==> config.mk <==
export PLATFORM = sky130hd
export DESIGN_NAME = traffic_light_ctrl_flat
export DESIGN_NICKNAME = d
export VERILOG_FILES = /design/src/rtl/traffic_light_ctrl_if.sv /design/src/rtl/traffic_light_ctrl.sv /design/src/flat_wrapper.sv
export SDC_FILE = /design/constraint.sdc
export NUM_CORES = 1
export LEC_CHECK = 0
export CAP_MARGIN = 20
export CORE_MARGIN = 4
export CORE_UTILIZATION = 30
export CTS_BUF_LIST = sky130_fd_sc_hd__clkbuf_4 sky130_fd_sc_hd__clkbuf_8 sky130_fd_sc_hd__clkbuf_16
export DETAILED_ROUTE_END_ITERATION = 12
export SETUP_SLACK_MARGIN = 0.5
export SYNTH_ARGS = -nofsm -noshare
export SYNTH_HDL_FRONTEND = slang
export SYNTH_SLANG_ARGS = --single-unit
==> constraint.sdc <==
create_clock -name clk -period 2.1 [get_ports clk]
set_clock_uncertainty 0.15 [all_clocks]
set_input_delay 0.42 -clock clk [delete_from_list [all_inputs] [get_ports clk]]
set_output_delay 0.42 -clock clk [all_outputs]
set_load 0.01 [all_outputs]
==> src/rtl/traffic_light_ctrl_if.sv <==
// Signal bundle between the traffic light controller and its environment.
// The pedestrian request/walk pair exists only when PED_XING_EN is defined.
interface traffic_light_ctrl_if;
    logic       tick;
    logic       ew_car;
    logic [2:0] ns_lights;
    logic [2:0] ew_lights;
    logic [2:0] phase;
`ifdef PED_XING_EN
    logic       ped_req;
    logic       ped_walk;

    modport master (
        output tick, ew_car, ped_req,
        input  ns_lights, ew_lights, phase, ped_walk
    );
    modport slave (
        input  tick, ew_car, ped_req,
        output ns_lights, ew_lights, phase, ped_walk
    );
`else
    modport master (
        output tick, ew_car,
        input  ns_lights, ew_lights, phase
    );
    modport slave (
        input  tick, ew_car,
        output ns_lights, ew_lights, phase
    );
`endif
endinterface

==> src/rtl/traffic_light_ctrl.sv <==
// Actuated two-road intersection controller: Moore FSM timed by a tick strobe, NS rests in green.
// Define PED_XING_EN to add the pedestrian latch, the WALK phase and the ped_req/ped_walk signals.
module traffic_light_ctrl #(
    parameter int unsigned GREEN_TIME  = 10,
    parameter int unsigned YELLOW_TIME = 3,
    parameter int unsigned ALLRED_TIME = 1,
    parameter int unsigned WALK_TIME   = 5,
    parameter int unsigned TIMER_W     = 8
) (
    input  logic                clk,
    input  logic                rst,
    traffic_light_ctrl_if.slave bus
);
    typedef enum logic [2:0] {
        NS_G = 3'd0,
        NS_Y = 3'd1,
        AR1  = 3'd2,
        EW_G = 3'd3,
        EW_Y = 3'd4,
        AR2  = 3'd5,
        WALK = 3'd6
    } state_t;

    localparam logic [2:0] RED = 3'b100;
    localparam logic [2:0] YEL = 3'b010;
    localparam logic [2:0] GRN = 3'b001;

    localparam logic [TIMER_W-1:0] GREEN_LAST  = TIMER_W'(GREEN_TIME - 1);
    localparam logic [TIMER_W-1:0] YELLOW_LAST = TIMER_W'(YELLOW_TIME - 1);
    localparam logic [TIMER_W-1:0] ALLRED_LAST = TIMER_W'(ALLRED_TIME - 1);
    localparam logic [TIMER_W-1:0] WALK_LAST   = TIMER_W'(WALK_TIME - 1);

    state_t             state_q, state_d, nxt;
    logic [TIMER_W-1:0] timer_q, timer_d, last;
    logic [2:0]         ns_l, ew_l;
    logic               illegal;
`ifdef PED_XING_EN
    logic               ped_q, ped_d;
`endif

    always_comb begin
        case (state_q)
            NS_G, EW_G: last = GREEN_LAST;
            NS_Y, EW_Y: last = YELLOW_LAST;
            WALK:       last = WALK_LAST;
            default:    last = ALLRED_LAST;
        endcase
    end

    // Decode and successor of the current phase; nxt is taken only on an exiting tick.
    // NOTE: every variable gets a default before the case so no path leaves one unassigned (no latch).
    always_comb begin
        nxt     = state_q;
        ns_l    = RED;
        ew_l    = RED;
        illegal = 1'b0;
        case (state_q)
            NS_G: begin
                ns_l = GRN;
                nxt  = bus.ew_car ? NS_Y : NS_G;
            end
            NS_Y: begin
                ns_l = YEL;
                nxt  = AR1;
            end
            AR1:  nxt = EW_G;
            EW_G: begin
                ew_l = GRN;
                nxt  = EW_Y;
            end
            EW_Y: begin
                ew_l = YEL;
                nxt  = AR2;
            end
`ifdef PED_XING_EN
            AR2:  nxt = ped_q ? WALK : NS_G;
            WALK: nxt = NS_G;
`else
            AR2:  nxt = NS_G;
`endif
            default: illegal = 1'b1;
        endcase
    end

    // An NS_G exit without ew_car keeps state and timer, which is what saturates the timer.
    always_comb begin
        state_d = state_q;
        timer_d = timer_q;
        if (illegal) begin
            state_d = AR2;
        end else if (bus.tick) begin
            if (timer_q == last) state_d = nxt;
            else                 timer_d = timer_q + 1'b1;
        end
        if (state_d != state_q) timer_d = '0;
    end

    // NOTE: sequential state uses non-blocking assignments so every flop samples pre-edge values.
    always_ff @(posedge clk) begin
        if (rst) begin
            state_q <= NS_G;
            timer_q <= '0;
        end else begin
            state_q <= state_d;
            timer_q <= timer_d;
        end
    end

`ifdef PED_XING_EN
    // A request arriving on the WALK-entry cycle is kept for the following crossing.
    always_comb begin
        ped_d = ped_q | bus.ped_req;
        if (state_d == WALK && state_q != WALK) ped_d = bus.ped_req;
    end

    always_ff @(posedge clk) begin
        if (rst) ped_q <= 1'b0;
        else     ped_q <= ped_d;
    end

    assign bus.ped_walk = (state_q == WALK);
`endif

    assign bus.ns_lights = ns_l;
    assign bus.ew_lights = ew_l;
    assign bus.phase     = state_q;
endmodule
==> src/flat_wrapper.sv <==
// flat-port wrapper written by rule: the top's interface ports become plain ports
module traffic_light_ctrl_flat 
#(
    parameter int unsigned GREEN_TIME  = 10,
    parameter int unsigned YELLOW_TIME = 3,
    parameter int unsigned ALLRED_TIME = 1,
    parameter int unsigned WALK_TIME   = 5,
    parameter int unsigned TIMER_W     = 8
)
  (clk, rst, bus_tick, bus_ew_car, bus_ns_lights, bus_ew_lights, bus_phase);
  traffic_light_ctrl_if bus_i ();
  input  logic clk;
  input  logic rst;
  input wire logic [$bits(bus_i.tick)-1:0] bus_tick;
  input wire logic [$bits(bus_i.ew_car)-1:0] bus_ew_car;
  output wire logic [$bits(bus_i.ns_lights)-1:0] bus_ns_lights;
  output wire logic [$bits(bus_i.ew_lights)-1:0] bus_ew_lights;
  output wire logic [$bits(bus_i.phase)-1:0] bus_phase;
  assign bus_i.tick = bus_tick;
  assign bus_i.ew_car = bus_ew_car;
  assign bus_ns_lights = bus_i.ns_lights;
  assign bus_ew_lights = bus_i.ew_lights;
  assign bus_phase = bus_i.phase;
  traffic_light_ctrl #(.GREEN_TIME(GREEN_TIME), .YELLOW_TIME(YELLOW_TIME), .ALLRED_TIME(ALLRED_TIME), .WALK_TIME(WALK_TIME), .TIMER_W(TIMER_W)) u_core (.clk(clk), .rst(rst), .bus(bus_i));
endmodule
==> key figures, run 1 <==
Run status
  – Status: complete, no violations

STA
  – Worst hold slack: 438 ps
  – Sum Neg Setup Slack: 0 ps
  – Worst slew margin: 72.2%
  – Fmax: 542 MHz
  – Tightest Pin Transition: 413 ps
  – Unrepaired setup endpoints after global routing: yes
  – Max Slew Vio Count: 0
  – Final count of hold timing violations: 0
  – Final number of setup-violating endpoints: 0
  – Tcrit/Tclk final: 87.8%
  – Final Critical Period: 1840 ps
  – Final WS setup: 256 ps

Worst hold path
  – Worst hold endpoint: u_core.timer_q[7]$_SDFFE_PP0P_
  – Worst min path class: reg2reg
  – Hold Crit Depth: 2
  – HP Start: u_core.timer_q[7]$_SDFFE_PP0P_

Cells and area
  – FILL cells: 225
  – # diodes: 0
  – FF/Latch Area: 238 µm²
  – Area growth syn-to-layout: 60.8%
  – Most common cell after layout, fill and taps aside: buf_4
  – Most frequent cells in the layout: 17 x buf_4, 12 x nor2_1, 9 x nand2_1
  – Multi-input gate area: 577 µm²
  – Share of layout cells above drive strength 1: 51.7%
  – Nets: 126

Pwr
  – Power per standard cell area: 404 mW/mm²
  – Worst vdd rail ir drop: 333 µV
  – Cell leakage power: 0.433 nW

Clocking
  – H-tree depth: 1
  – Clk sinks: 11
  – Clock slew at reported path FFs: 70 ps
  – TritonCTS Buffers: 3
  – Hold-fix buffers, CTS: 0
  – Clock Tree Root: clkbuf_4
  – Clk_lat worst skew: 270 ps
  – Clock buffer depth: 2
  – CTS tree: built

Synth
  – Yosys top cell by area: dfxtp_1
  – Cells after Synth: 85
  – Synth top area cells: dfxtp_1 30%, nor2_1 7.2%, nor4_4 5.9%, xnor2_1 4.8%, xor2_1 4.8%
  – Post-synth top area share: 30.3%
  – Post-synthesis async set-or-reset flop share: 0%
  – Net Count, Synth: 90
  – Post-synthesis register bit count: 11
  – Synth cell types: 31
  – Synth Flop Type: dfxtp_1
  – Post-Syn Area: 727 µm²
  – Synth warn: 0
  – Post-synthesis sequential area ratio: 30.3%
  – Post-synth EDFFs: 0
  – Post-Syn Area per Cell: 8.55 µm²

Worst setup path
  – Worst Setup End Kind: flip-flop
  – FF-to-FF End: u_core.timer_q[3]$_SDFFE_PP0P_
  – Worst-path fanout max: 8
  – Arrival @ worst endpoint: 1850 ps
  – Worst r2r src: u_core.timer_q[1]$_SDFFE_PP0P_
  – R2R cell count: 5
  – Critical path required time: 2110 ps
  – Worst setup SP type: flip-flop
  – Reg2reg setup slack: 260 ps
  – Setup CP Type: reg2reg

Global route
  – Vias in the first global route: 789
  – Total GRT Usage: 14.0%
  – First-pass GRT wire length: 3.62 mm
  – Initial antenna violation count: 0
  – Largest net degree at the start of global routing: 10
  – GRT overflow: 0

Floorplanning
  – Site Rows: 17
  – Starting Density: 32.2%
  – IO Count: 13
  – Area of the core: 0.00225 mm²
  – Total die area: 0.00327 mm²
  – Die span in y: 57.2 µm
  – Die width: 57.2 µm

Detailed routing
  – Post-DRT Antenna Nets: 0
  – DRT Wirelength: 2.05 mm
  – Vias per cell: 5.16
  – Drt drc: 0
  – Via count: 764
  – DR pass1 iterations: 4
  – Drt wl/cell: 13.9 µm
  – DR iter-0 viols: 5

Placed design
  – IO Port Bufs: 12
  – Place WS: 66.4 ps
  – Gpl congestion: 0.795
  – DP HPWL: 1.21 mm

Flow run
  – Max_cap viols: 0
[report_power, final]
group          internal [mW]  total, mW  switching (mW)
logic                 0.0491     0.0951          0.0460
registers              0.218      0.230          0.0114
clock network         0.0705      0.148          0.0774
total                  0.338      0.473           0.135
[worst max-delay path, stage by stage, from the launching register on]
cell,delay [ps]
dfxtp_4,340
or3_4,390
o22ai_4,230
o2111ai_4,210
a22oi_4,330
nor2_1,80
[routing by layer]
metal | global-route usage, % | vias to the layer above | part of all wire (%)
li1 | - | 379 | -
met1 | 16.1 | 357 | 41
met2 | 24.0 | 20 | 53
met3 | 4.52 | 8 | 4.4
met4 | 5.63 | 0 | 2.1
met5 | 0 | - | 0
[state kept, by name, summed over array words and instances, names as in the netlist]
name	cells
u_core.bus.phase	3
u_core.timer_q	8
[worst max path at each step]
stage,from,slack [ps],cells past startpoint,end
floorplan,u_core.timer_q[1]$_SDFFE_PP0P_,360,5,u_core.timer_q[1]$_SDFFE_PP0P_
global placement,bus_tick,90,6,u_core.timer_q[7]$_SDFFE_PP0P_
detailed placement,bus_tick,70,6,u_core.timer_q[7]$_SDFFE_PP0P_
CTS,u_core.bus.phase[2]$_SDFF_PP0_,260,6,u_core.timer_q[0]$_SDFFE_PP0P_
global route,u_core.timer_q[1]$_SDFFE_PP0P_,160,6,u_core.timer_q[6]$_SDFFE_PP0P_
finish,u_core.timer_q[1]$_SDFFE_PP0P_,260,5,u_core.timer_q[3]$_SDFFE_PP0P_
[synth_stat cells, drive strengths merged, types with 2 or more instances]
master	count
dfxtp	11
xor2	4
a21boi	3
nand3b	2
nand4	5
inv	2
o2111ai	2
a21oi	4
or3	2
nor2	14
o21ai	5
xnor2	4
buf	3
nand2	9
nor3	2
nor4	2
[area by class of cell]
type	count	share of cell area [%]
multi-input combinational	69	49.4
tap	28	3.00
clock buffer	3	1.93
timing repair buffer	34	24.1
sequential	11	20.3
inverter	2	0.857
clock inverter	1	0.428
[what timing repair did]
item,4_1_cts,5_1_grt
pin swaps,5,7
setup endpoints to repair,20,19
buffers inserted,14,2
resized for setup,63,6
[through the flow]
stage / instances / power (mW) / util, % / instance area (µm²)
final: 148 / 0.473 / 51.8 / 1170
after global routing: 148 / 0.505 / 51.8 / 1170
after CTS: 146 / 0.478 / 51.1 / 1150
after detailed placement: 128 / 0.304 / 41.1 / 927
after global placement: 128 / 0.302 / 41.1 / 927
after floorplan: 85 / 0.280 / - / 753
[kinds of logic after synthesis]
kind of cell    synth area share, %
mux                            1.38
fa+ha+maj                      1.72
flops                          30.3
simple gates                   31.3
xor+xnor                       9.64
compound gates                 22.2
buf+inv                        3.44
(Power assumes the default switching activity.)
==> run 2: changes to the inputs <==
--- a/config.mk
+++ b/config.mk
@@ -10,6 +10,7 @@
 export CORE_UTILIZATION = 30
 export CTS_BUF_LIST = sky130_fd_sc_hd__clkbuf_4 sky130_fd_sc_hd__clkbuf_8 sky130_fd_sc_hd__clkbuf_16
 export DETAILED_ROUTE_END_ITERATION = 12
+export PLACE_DENSITY = 0.54
 export SETUP_SLACK_MARGIN = 0.5
 export SYNTH_ARGS = -nofsm -noshare
 export SYNTH_HDL_FRONTEND = slang
==> key figures, run 2 (synthesized netlist as in run 1, its figures left out) <==
STA
  – Final number of setup-violating endpoints: 0 (unchanged)
  – Final count of hold timing violations: 0 (unchanged)
  – Final Critical Period: 1890 ps (+49.9 ps)
  – Fmax: 528 MHz (-2.6%)
  – Sum Neg Setup Slack: 0 ps (unchanged)
  – Worst slew margin: 72.7% (+0.51 points)
  – Unrepaired setup endpoints after global routing: yes
  – Max Slew Vio Count: 0 (unchanged)
  – Tcrit/Tclk final: 90.2% (+2.4 points)
  – Tightest Pin Transition: 406 ps (-7.57 ps)

Pwr
  – Combinational power share: 20.0% (about the same)
  – Power per standard cell area: 406 mW/mm² (+0.48%)
  – Switch Pwr: 136 µW (+0.71%)
  – Internal power: 352 µW (+4.3%)
  – Worst vdd rail ir drop: 327 µV (-1.9%)
  – Switching part of the total: 27.8% (-0.71 points)
  – PnR Total Power: 488 µW (+3.3%)
  – Clock power frac: 33.3% (+2.0 points)
  – Cell leakage power: 0.432 nW (about the same)
  – Reg power frac: 46.8% (-1.8 points)

Detailed routing
  – Post-DRT Antenna Nets: 0 (unchanged)
  – Drt drc: 0 (unchanged)
  – DR iter-0 viols: 13 (+8)
  – DRT Wirelength: 1.95 mm (-5.0%)
  – Drt wl/cell: 13.3 µm (-3.7%)
  – DR pass1 iterations: 4 (unchanged)
  – Vias per cell: 5.10 (-1.3%)
  – Via count: 744 (-2.6%)

Placed design
  – IO Port Bufs: 12 (unchanged)
  – Placed Instances: 127 (-0.78%)
  – DP HPWL: 1.22 mm (+0.92%)
  – Gpl congestion: 0.745 (-6.3%)
  – Placed Area: 920 µm² (-0.81%)

Worst setup path
  – Worst Setup End Kind: flip-flop
  – Worst r2r src: u_core.bus.phase[0]$_SDFF_PP0_
  – Cell Chain, Critical Path: buf_12 -> nand3b_1 -> xor2_2 -> o2111ai_4 -> a22oi_4 -> buf_12 -> nor2_1
  – CP max-delay cell: dfxtp_4
  – Worst setup SP type: flip-flop
  – CP max stage delay: 360 ps (-30 ps)
  – Critical Path Source: u_core.bus.phase[0]$_SDFF_PP0_
  – Critical path required time: 2120 ps (about the same)
  – Arrival @ worst endpoint: 1910 ps (+60 ps)
  – Worst-path fanout max: 8 (unchanged)
  – Critical Path Most Common Cell: buf_12
  – Setup CP Type: reg2reg

Global route
  – Met2 Use GR: 21.7% (-2.3 points)
  – Initial antenna violation count: 0 (unchanged)
  – GRT met3 Usage: 2.49% (-2.0 points)
  – Largest net degree at the start of global routing: 9 (-1)
  – Total GRT Usage: 13.0% (-1.1 points)
  – First-pass GRT wire length: 3.35 mm (-7.2%)
  – Vias in the first global route: 758 (-3.9%)
  – GR Util met1: 15.1% (-0.93 points)
  – GRT busiest layer: met2
  – GRT overflow: 0 (unchanged)

Run status
  – Status: complete, no violations

Floorplanning
  – Site Rows: 17 (unchanged)
  – Total die area: 0.00327 mm² (unchanged)
  – IO Count: 13 (unchanged)
  – Area of the core: 0.00225 mm² (unchanged)
  – Die span in y: 57.2 µm (unchanged)
  – Starting Density: 32.2% (unchanged)
  – Die width: 57.2 µm (unchanged)

Cells and area
  – FILL cells: 222 (-1.3%)
  – Max reg flops: 8 (unchanged)
  – Area growth syn-to-layout: 65.2%
  – Biggest register: u_core.timer_q
  – Share of layout cells above drive strength 1: 51.7% (about the same)
  – # diodes: 0 (unchanged)
  – Design Area, Final: 0.00120 mm² (+2.8%)
  – Most common cell after layout, fill and taps aside: buf_4
  – Nets: 124 (-1.6%)
  – Most frequent cells in the layout: 13 x buf_4, 11 x nor2_1, 9 x nand2_1
  – Non-filler cells, final: 146 (-1.4%)

Clocking
  – Clk_lat worst skew: 280 ps (about the same)
  – Clock Tree Root: clkbuf_4
  – Clock buffer depth: 2 (unchanged)
  – Clk sinks: 11 (unchanged)
  – H-tree depth: 1 (unchanged)
  – Hold-fix buffers, CTS: 0 (unchanged)
  – CTS tree: built
  – Clock slew at reported path FFs: 80 ps (about the same)
  – TritonCTS Buffers: 3 (unchanged)

Worst hold path
  – Worst min path class: reg2reg
  – HP Start: u_core.timer_q[1]$_SDFFE_PP0P_

Flow run
  – Max_cap viols: 0 (unchanged)
[run 2: changes by cell type in the layout (fill, tap and decap cells not counted), moves of 2 or more]
cell / before / now
a21oi_1: 3 / 1
a21oi_2: 1 / 3
buf_12: 0 / 2
buf_4: 17 / 13
dfxtp_1: 5 / 7
dfxtp_2: 2 / 0
[run 2: power by group through the flow]
| stage | Clock [mW] | Sequential [mW] | Combinational (mW) |
|---|---|---|---|
| 4_1_cts | 0.168 | 0.231 | 0.0762 |
| 2_1_floorplan | 0 | 0.238 | 0.0420 |
| 6_report | 0.162 | 0.228 | 0.0974 |
| 3_5_place_dp | 0 | 0.239 | 0.0683 |
| 3_3_place_gp | 0 | 0.239 | 0.0675 |
| 5_1_grt | 0.182 | 0.231 | 0.107 |
[run 2: final timing paths]
check        slack, ps                             end  depth (start not counted)
max reg2reg        210  u_core.timer_q[5]$_SDFFE_PP0P_                          7
min                390  u_core.timer_q[1]$_SDFFE_PP0P_                          2
max                210  u_core.timer_q[5]$_SDFFE_PP0P_                          7
min reg2reg        390  u_core.timer_q[1]$_SDFFE_PP0P_                          2
[run 2: per-stage QoR]
stage / hold slack [ps] / worst slack, ps / util [%]
3_3_place_gp: 368 / 29.9 / 40.8
3_5_place_dp: 371 / -40.1 / 40.8
4_1_cts: 384 / 223 / 48.0
2_1_floorplan: 332 / 360 / -
6_report: 394 / 206 / 53.3
5_1_grt: 414 / 149 / 53.3
[run 2: layout make-up]
cell class	instances	area [µm²]	area share [%]
Timing Repair Buffer	32	302	25.1
Clock buffer	4	30.0	2.50
Multi-Input combinational cell	69	592	49.3
Sequential cell	11	235	19.6
Tap cell	28	35.0	2.92
Inverter	2	7.51	0.625
[run 2: worst max-delay path, delay by kind of cell, from the launching register on]
family	cells	cell delay, ps
AOI/OAI and AO/OA	2	450
DFF	1	360
xor gates and xnor gates	1	300
buffers and inverters	2	290
and+or+nand+nor	2	230
[run 2: timing repair]
action	4_1_cts	5_1_grt
setup endpoints to repair	20	19
pin swaps	9	9
gates resized for setup	53	22
hold endpoints to repair	0	0
buffers inserted	9	6
[run 2: metal layers]
metal / share of wire [%] / vias to the layer above
li1: - / 375
met4: 2.5 / 0
met1: 44 / 355
met3: 2.5 / 5
met2: 51 / 9
met5: 0 / -
